`src/rtl/fifo_pkg.sv`:
```
// Shared definitions for the ring-buffer FIFO.
//   fifo_status_t : status bundle {empty, full, almost_full, overflow, underflow}
//   cnt_w()       : occupancy counter width, $clog2(depth+1)
//   ptr_w()       : pointer width for a depth-entry array (at least 1)
//   ptr_next()    : pointer increment with an explicit wrap depth-1 -> 0
package fifo_pkg;

    typedef struct packed {
        logic empty;
        logic full;
        logic almost_full;
        logic overflow;
        logic underflow;
    } fifo_status_t;

    function automatic int unsigned cnt_w(input int unsigned depth);
        return $clog2(depth + 1);
    endfunction

    function automatic int unsigned ptr_w(input int unsigned depth);
        return (depth > 1) ? $clog2(depth) : 1;
    endfunction

    // Compare against depth-1 rather than relying on natural overflow, so
    // non-power-of-two depths wrap correctly.
    function automatic int unsigned ptr_next(input int unsigned ptr, input int unsigned depth);
        return (ptr == depth - 1) ? 32'd0 : ptr + 32'd1;
    endfunction

endpackage

```
`src/rtl/fifo_ptr.sv`:
```
// Wrapping pointer register for the ring-buffer FIFO.
//   clk   : clock, updates on rising edge
//   rst_n : asynchronous active-low reset, pointer -> 0
//   clr   : synchronous clear, pointer -> 0 (wins over en)
//   en    : advance pointer by one, wrapping DEPTH-1 -> 0
//   ptr   : current pointer value
module fifo_ptr
    import fifo_pkg::*;
#(
    parameter int unsigned DEPTH = 8
) (
    input  logic                         clk,
    input  logic                         rst_n,
    input  logic                         clr,
    input  logic                         en,
    output logic [ptr_w(DEPTH)-1:0]      ptr
);

    localparam int unsigned PW = ptr_w(DEPTH);

    always_ff @(posedge clk or negedge rst_n) begin
        if (!rst_n) begin
            ptr <= '0;
        end else if (clr) begin
            ptr <= '0;
        end else if (en) begin
            ptr <= PW'(ptr_next(32'(ptr), DEPTH));
        end
    end

endmodule

```
`src/rtl/fifo_ring.sv`:
```
// Parametrised circular-buffer FIFO with show-ahead output.
//   clk         : clock, all state updates on rising edge
//   rst_n       : asynchronous active-low reset
//   clr         : synchronous flush of pointers, count and error flags
//   push, d     : write d when accepted
//   pop         : consume the head entry when accepted
//   q           : head entry, zero when empty
//   count       : occupancy 0..DEPTH
//   empty/full/almost_full : decoded from count
//   overflow    : sticky, a push was rejected because the FIFO was full
//   underflow   : sticky, a pop was attempted while empty
module fifo_ring
    import fifo_pkg::*;
#(
    parameter int unsigned DEPTH    = 8,
    parameter int unsigned BITS     = 64,
    parameter int unsigned AF_LEVEL = DEPTH - 1
) (
    input  logic                         clk,
    input  logic                         rst_n,
    input  logic                         clr,
    input  logic                         push,
    input  logic [BITS-1:0]              d,
    input  logic                         pop,
    output logic [BITS-1:0]              q,
    output logic [$clog2(DEPTH+1)-1:0]   count,
    output logic                         empty,
    output logic                         full,
    output logic                         almost_full,
    output logic                         overflow,
    output logic                         underflow
);

    localparam int unsigned CW = cnt_w(DEPTH);
    localparam int unsigned PW = ptr_w(DEPTH);

    logic [BITS-1:0] mem [DEPTH];
    logic [PW-1:0]   wr_ptr;
    logic [PW-1:0]   rd_ptr;
    logic [CW-1:0]   cnt_r;
    logic            ovf_r;
    logic            unf_r;
    logic            push_ok;
    logic            pop_ok;
    fifo_status_t    st;

    always_comb begin
        st             = '0;
        st.empty       = (cnt_r == '0);
        st.full        = (32'(cnt_r) == DEPTH);
        st.almost_full = (32'(cnt_r) >= AF_LEVEL);
        st.overflow    = ovf_r;
        st.underflow   = unf_r;
    end

    // A flush cycle suppresses both handshakes. A push into a full FIFO is
    // still accepted when a pop frees the head slot in the same cycle.
    always_comb begin
        pop_ok  = pop & ~st.empty & ~clr;
        push_ok = push & ~clr & (~st.full | pop_ok);
    end

    fifo_ptr #(.DEPTH(DEPTH)) u_wr_ptr (
        .clk   (clk),
        .rst_n (rst_n),
        .clr   (clr),
        .en    (push_ok),
        .ptr   (wr_ptr)
    );

    fifo_ptr #(.DEPTH(DEPTH)) u_rd_ptr (
        .clk   (clk),
        .rst_n (rst_n),
        .clr   (clr),
        .en    (pop_ok),
        .ptr   (rd_ptr)
    );

    // Storage is deliberately not reset; the empty gate on q hides stale data.
    always_ff @(posedge clk) begin
        if (push_ok) begin
            mem[wr_ptr] <= d;
        end
    end

    always_ff @(posedge clk or negedge rst_n) begin
        if (!rst_n) begin
            cnt_r <= '0;
            ovf_r <= 1'b0;
            unf_r <= 1'b0;
        end else if (clr) begin
            cnt_r <= '0;
            ovf_r <= 1'b0;
            unf_r <= 1'b0;
        end else begin
            cnt_r <= cnt_r + CW'(push_ok) - CW'(pop_ok);
            if (push && !push_ok) begin
                ovf_r <= 1'b1;
            end
            if (pop && st.empty) begin
                unf_r <= 1'b1;
            end
        end
    end

    assign q           = st.empty ? '0 : mem[rd_ptr];
    assign count       = cnt_r;
    assign empty       = st.empty;
    assign full        = st.full;
    assign almost_full = st.almost_full;
    assign overflow    = st.overflow;
    assign underflow   = st.underflow;

endmodule

```
`config.mk`:
```
export PLATFORM = sky130hd
export DESIGN_NAME = fifo_ring
export DESIGN_NICKNAME = d
export VERILOG_FILES = /design/src/rtl/fifo_pkg.sv /design/src/rtl/fifo_ptr.sv /design/src/rtl/fifo_ring.sv
export SDC_FILE = /design/constraint.sdc
export NUM_CORES = 1
export LEC_CHECK = 0
export ABC_AREA = 1
export CAP_MARGIN = 20
export CORE_MARGIN = 3
export CORE_UTILIZATION = 40
export CTS_CLUSTER_SIZE = 8
export DETAILED_ROUTE_END_ITERATION = 12
export DONT_BUFFER_PORTS = 1
export PLACE_DENSITY_LB_ADDON = 0.12
export RECOVER_POWER = 100
export REMOVE_ABC_BUFFERS = 1
export SETUP_SLACK_MARGIN = 0.05
export SKIP_LAST_GASP = 1
export SLEW_MARGIN = 20
export SYNTH_ARGS = -nofsm -noshare
export SYNTH_HDL_FRONTEND = slang
export SYNTH_HIERARCHICAL = 1
export SYNTH_SLANG_ARGS = --single-unit
```
`constraint.sdc`:
```
create_clock -name clk -period 4.4 [get_ports clk]
set_clock_uncertainty 0.1 [all_clocks]
set_input_delay 0.88 -clock clk [delete_from_list [all_inputs] [get_ports clk]]
set_output_delay 0.88 -clock clk [all_outputs]
set_load 0.02 [all_outputs]
```
==> flow_metrics.env <==
export IMPL_grt_pass1_wl_mm=84.7
export IMPL_firstDrtPassIters=5
export IMPL_worst_setup_path_end_kind="output port"
export IMPL_core_area_mm2=0.0570
export IMPL_slew_viol_final=111
export IMPL_num_vias=14700
export IMPL_hold_violations=0
export IMPL_worst_slack_ns=0.381
export IMPL_p_sw_uw=4080
export IMPL_crit_chain="inv_8 > buf_6 > nand2_1 > nand3_1 > nand3_1 > nand2_1 > nor2_1"
export IMPL_seq_area_frac_synth_pct=67.3
export IMPL_layout_commonest_cell="nand2_1"
export IMPL_cp_data_required_time_ns=3.42
export IMPL_dieArea_mm2=0.0612
export IMPL_clockBufferDepth=3
export IMPL_maxSlewHeadroom_pct=-23.4
export IMPL_path_class="reg2out"
export IMPL_cts_sinks=524
export IMPL_antenna_found_initial=0
export IMPL_fmaxAchievable_mhz=249
export IMPL_cts_setup_buffers=0
export IMPL_drt_iter0_drc=786
export IMPL_clk_latency_ns=0.58
export IMPL_htreeDepth=3
export IMPL_first_global_vias=14400
export IMPL_postCtsHoldBufs=1
export IMPL_switching_share_pct=30.4
export IMPL_fp_row_count=87
export IMPL_synthCells=2325
export IMPL_place_congestion=0.727
export IMPL_seq_power_share_pct=42.8
export IMPL_preCtsSetupSlack_ns=1.05
export IMPL_start_util_pct=40.8
export IMPL_clockPowerShare_pct=38.1
export IMPL_grt_setup_unrepaired="no"
export IMPL_reg2reg_setup_slack_ns=0.46
export IMPL_synth_seq_cells=524
export IMPL_cp_slowest_cell="dfrtp_4"
export IMPL_grt_max_degree=131
export IMPL_p_int_uw=9320
export IMPL_layout_nets=2411
export IMPL_worst_slew_pin_slew_ns=1.85
export IMPL_track_usage_pct=18.3
export IMPL_ys_types=20
export IMPL_holdCritPathClass="in2reg"
export IMPL_power_density_mw_per_mm2=518
export IMPL_final_antenna_net_count=0
export IMPL_cap_violations=3
export IMPL_cts_root_buf="clkbuf_16"
export IMPL_period_needed_ns=4.02
export IMPL_wl_per_cell_um=17.8
export IMPL_drive_above_1_share_pct=4.95
export IMPL_io_buffer_count=0
export IMPL_leakage_uw=0.0114
export IMPL_drc=0
export IMPL_vias_per_cell=4.75
export IMPL_tns_ns=0
export IMPL_ios=142
export IMPL_critPathMaxFanout=82
export IMPL_final_cell_mix="661 x nand2_1, 529 x inv_1, 512 x edfxtp_1, 337 x nand3_1, 147 x nor2_1"
export IMPL_clk_pin_slew_worst_paths_ns=0.05
export IMPL_yosysWarningCount=6
export IMPL_startpoint_type="flop"
export IMPL_dpl_hpwl_mm=28.2
export IMPL_setup_violations=0
export IMPL_die_w_um=247
export IMPL_design_power_total_uw=13400
export IMPL_cpPeakStageDelay_ns=0.81
export IMPL_netlist_area_mm2=0.0233
export IMPL_syn2layout_area_growth_pct=11.2
export IMPL_fin_crit_sh_pct=91.4
export IMPL_worstPathArrival_ns=3.04
export IMPL_status="complete, but fails checks"
export IMPL_tritoncts="done"
export IMPL_grt_overflow=0
export IMPL_die_height_um=247
export IMPL_failed_checks="max-capacitance violations, max-slew violations"
export IMPL_ir_drop_mv=0.311
export IMPL_cts_buffers=75
export IMPL_syn_avg_cell_area_um2=10.0
export IMPL_cts_resized=0
export IMPL_wl_mm=55.2
export IMPL_p_comb_share_pct=19.1
export IMPL_diodes=0
## routing by layer
metal / vias up / global-route usage [%] / wire, um
met5: - / 0 / 0
met4: 0 / 6.42 / 1290
met3: 84 / 4.79 / 3900
met2: 317 / 30.0 / 26000
met1: 7059 / 23.6 / 23900
li1: 7269 / - / -
## final cells by class
| type | instances | area (um2) |
|---|---|---|
| Timing Repair Buffer | 35 | 293 |
| Multi-Input combinational cell | 1164 | 4930 |
| Clock inverter | 5 | 61.3 |
| Sequential cell | 524 | 15700 |
| Fill cell | 5328 | 31100 |
| Inverter | 531 | 2000 |
| Tap cell | 756 | 946 |
| Clock buffer | 85 | 1980 |
## logic make-up after synthesis
group	count (synthesis)	share of synthesized area [%]
AOI/OAI and AO/OA	4	0.102
xor gates and xnor gates	1	0.0376
adders and majority gates	11	0.623
buffers and inverters	637	11.6
DFF	524	67.3
and+or+nand+nor	1148	20.4
## path summary, 6_finish.rpt
check                                            start                           to  cells after the start
setup / recovery           u_rd_ptr/ptr[0]$_DFFE_PN0P_                        q[50]                      7
hold / removal                                     clr         overflow$_DFFE_PN0P_                      1
setup reg to reg                    count[2]$_DFF_PN0_         mem[5][31]$_DFFE_PP_                      8
hold reg to reg                   overflow$_DFFE_PN0P_         overflow$_DFFE_PN0P_                      2
max in group asynchronous                        rst_n  u_rd_ptr/ptr[0]$_DFFE_PN0P_                      1
min in group asynchronous                        rst_n  u_wr_ptr/ptr[0]$_DFFE_PN0P_                      1
## sequential cells by signal, indices dropped and copies added (netlist names)
name,flops
mem,512
count,4
u_rd_ptr/ptr,3
u_wr_ptr/ptr,3
overflow,1
underflow,1
## critical path: cells and delay by family (launching register included)
family	cells	cell delay (ns)
DFF	1	0.81
and+or+nand+nor	5	0.86
buffers and inverters	2	0.69
## cell usage after synthesis
library cell | number | area share [%]
a21oi_1 | 3 | 0.064
a22o_1 | 1 | 0.038
buf_1 | 2 | 0.032
buf_2 | 62 | 1.3
buf_4 | 1 | 0.032
buf_6 | 30 | 1.5
clkbuf_1 | 11 | 0.18
dfrtp_1 | 12 | 1.3
edfxtp_1 | 512 | 66
fa_1 | 1 | 0.086
ha_1 | 10 | 0.54
inv_1 | 530 | 8.5
inv_4 | 1 | 0.027
nand2_1 | 661 | 11
nand2_2 | 1 | 0.027
nand3_1 | 337 | 7.2
nor2_1 | 146 | 2.4
nor2_2 | 2 | 0.054
nor3b_1 | 1 | 0.032
xnor2_1 | 1 | 0.038
## metrics by stage
stage          std cells  hold slack (ns)  cell area (um2)  util (%)
2_1_floorplan       2219            0.463            22600         -
3_3_place_gp        3009            0.485            24100      42.2
3_5_place_dp        3009            0.485            24100      42.2
4_1_cts             3100            0.205            26100      45.8
5_1_grt             3100            0.220            25900      45.4
6_report            3100            0.252            25900      45.4
## power by group through the flow
stage                     Combinational, uW  Sequential [uW]  Clock, uW
after detailed placement               2660             5820          0
after floorplan                        1860             5890          0
after global routing                   2870             5740       5480
after CTS                              2660             5730       5290
final                                  2560             5730       5110
after global placement                 2640             5820          0
(Power assumes the default switching activity.)
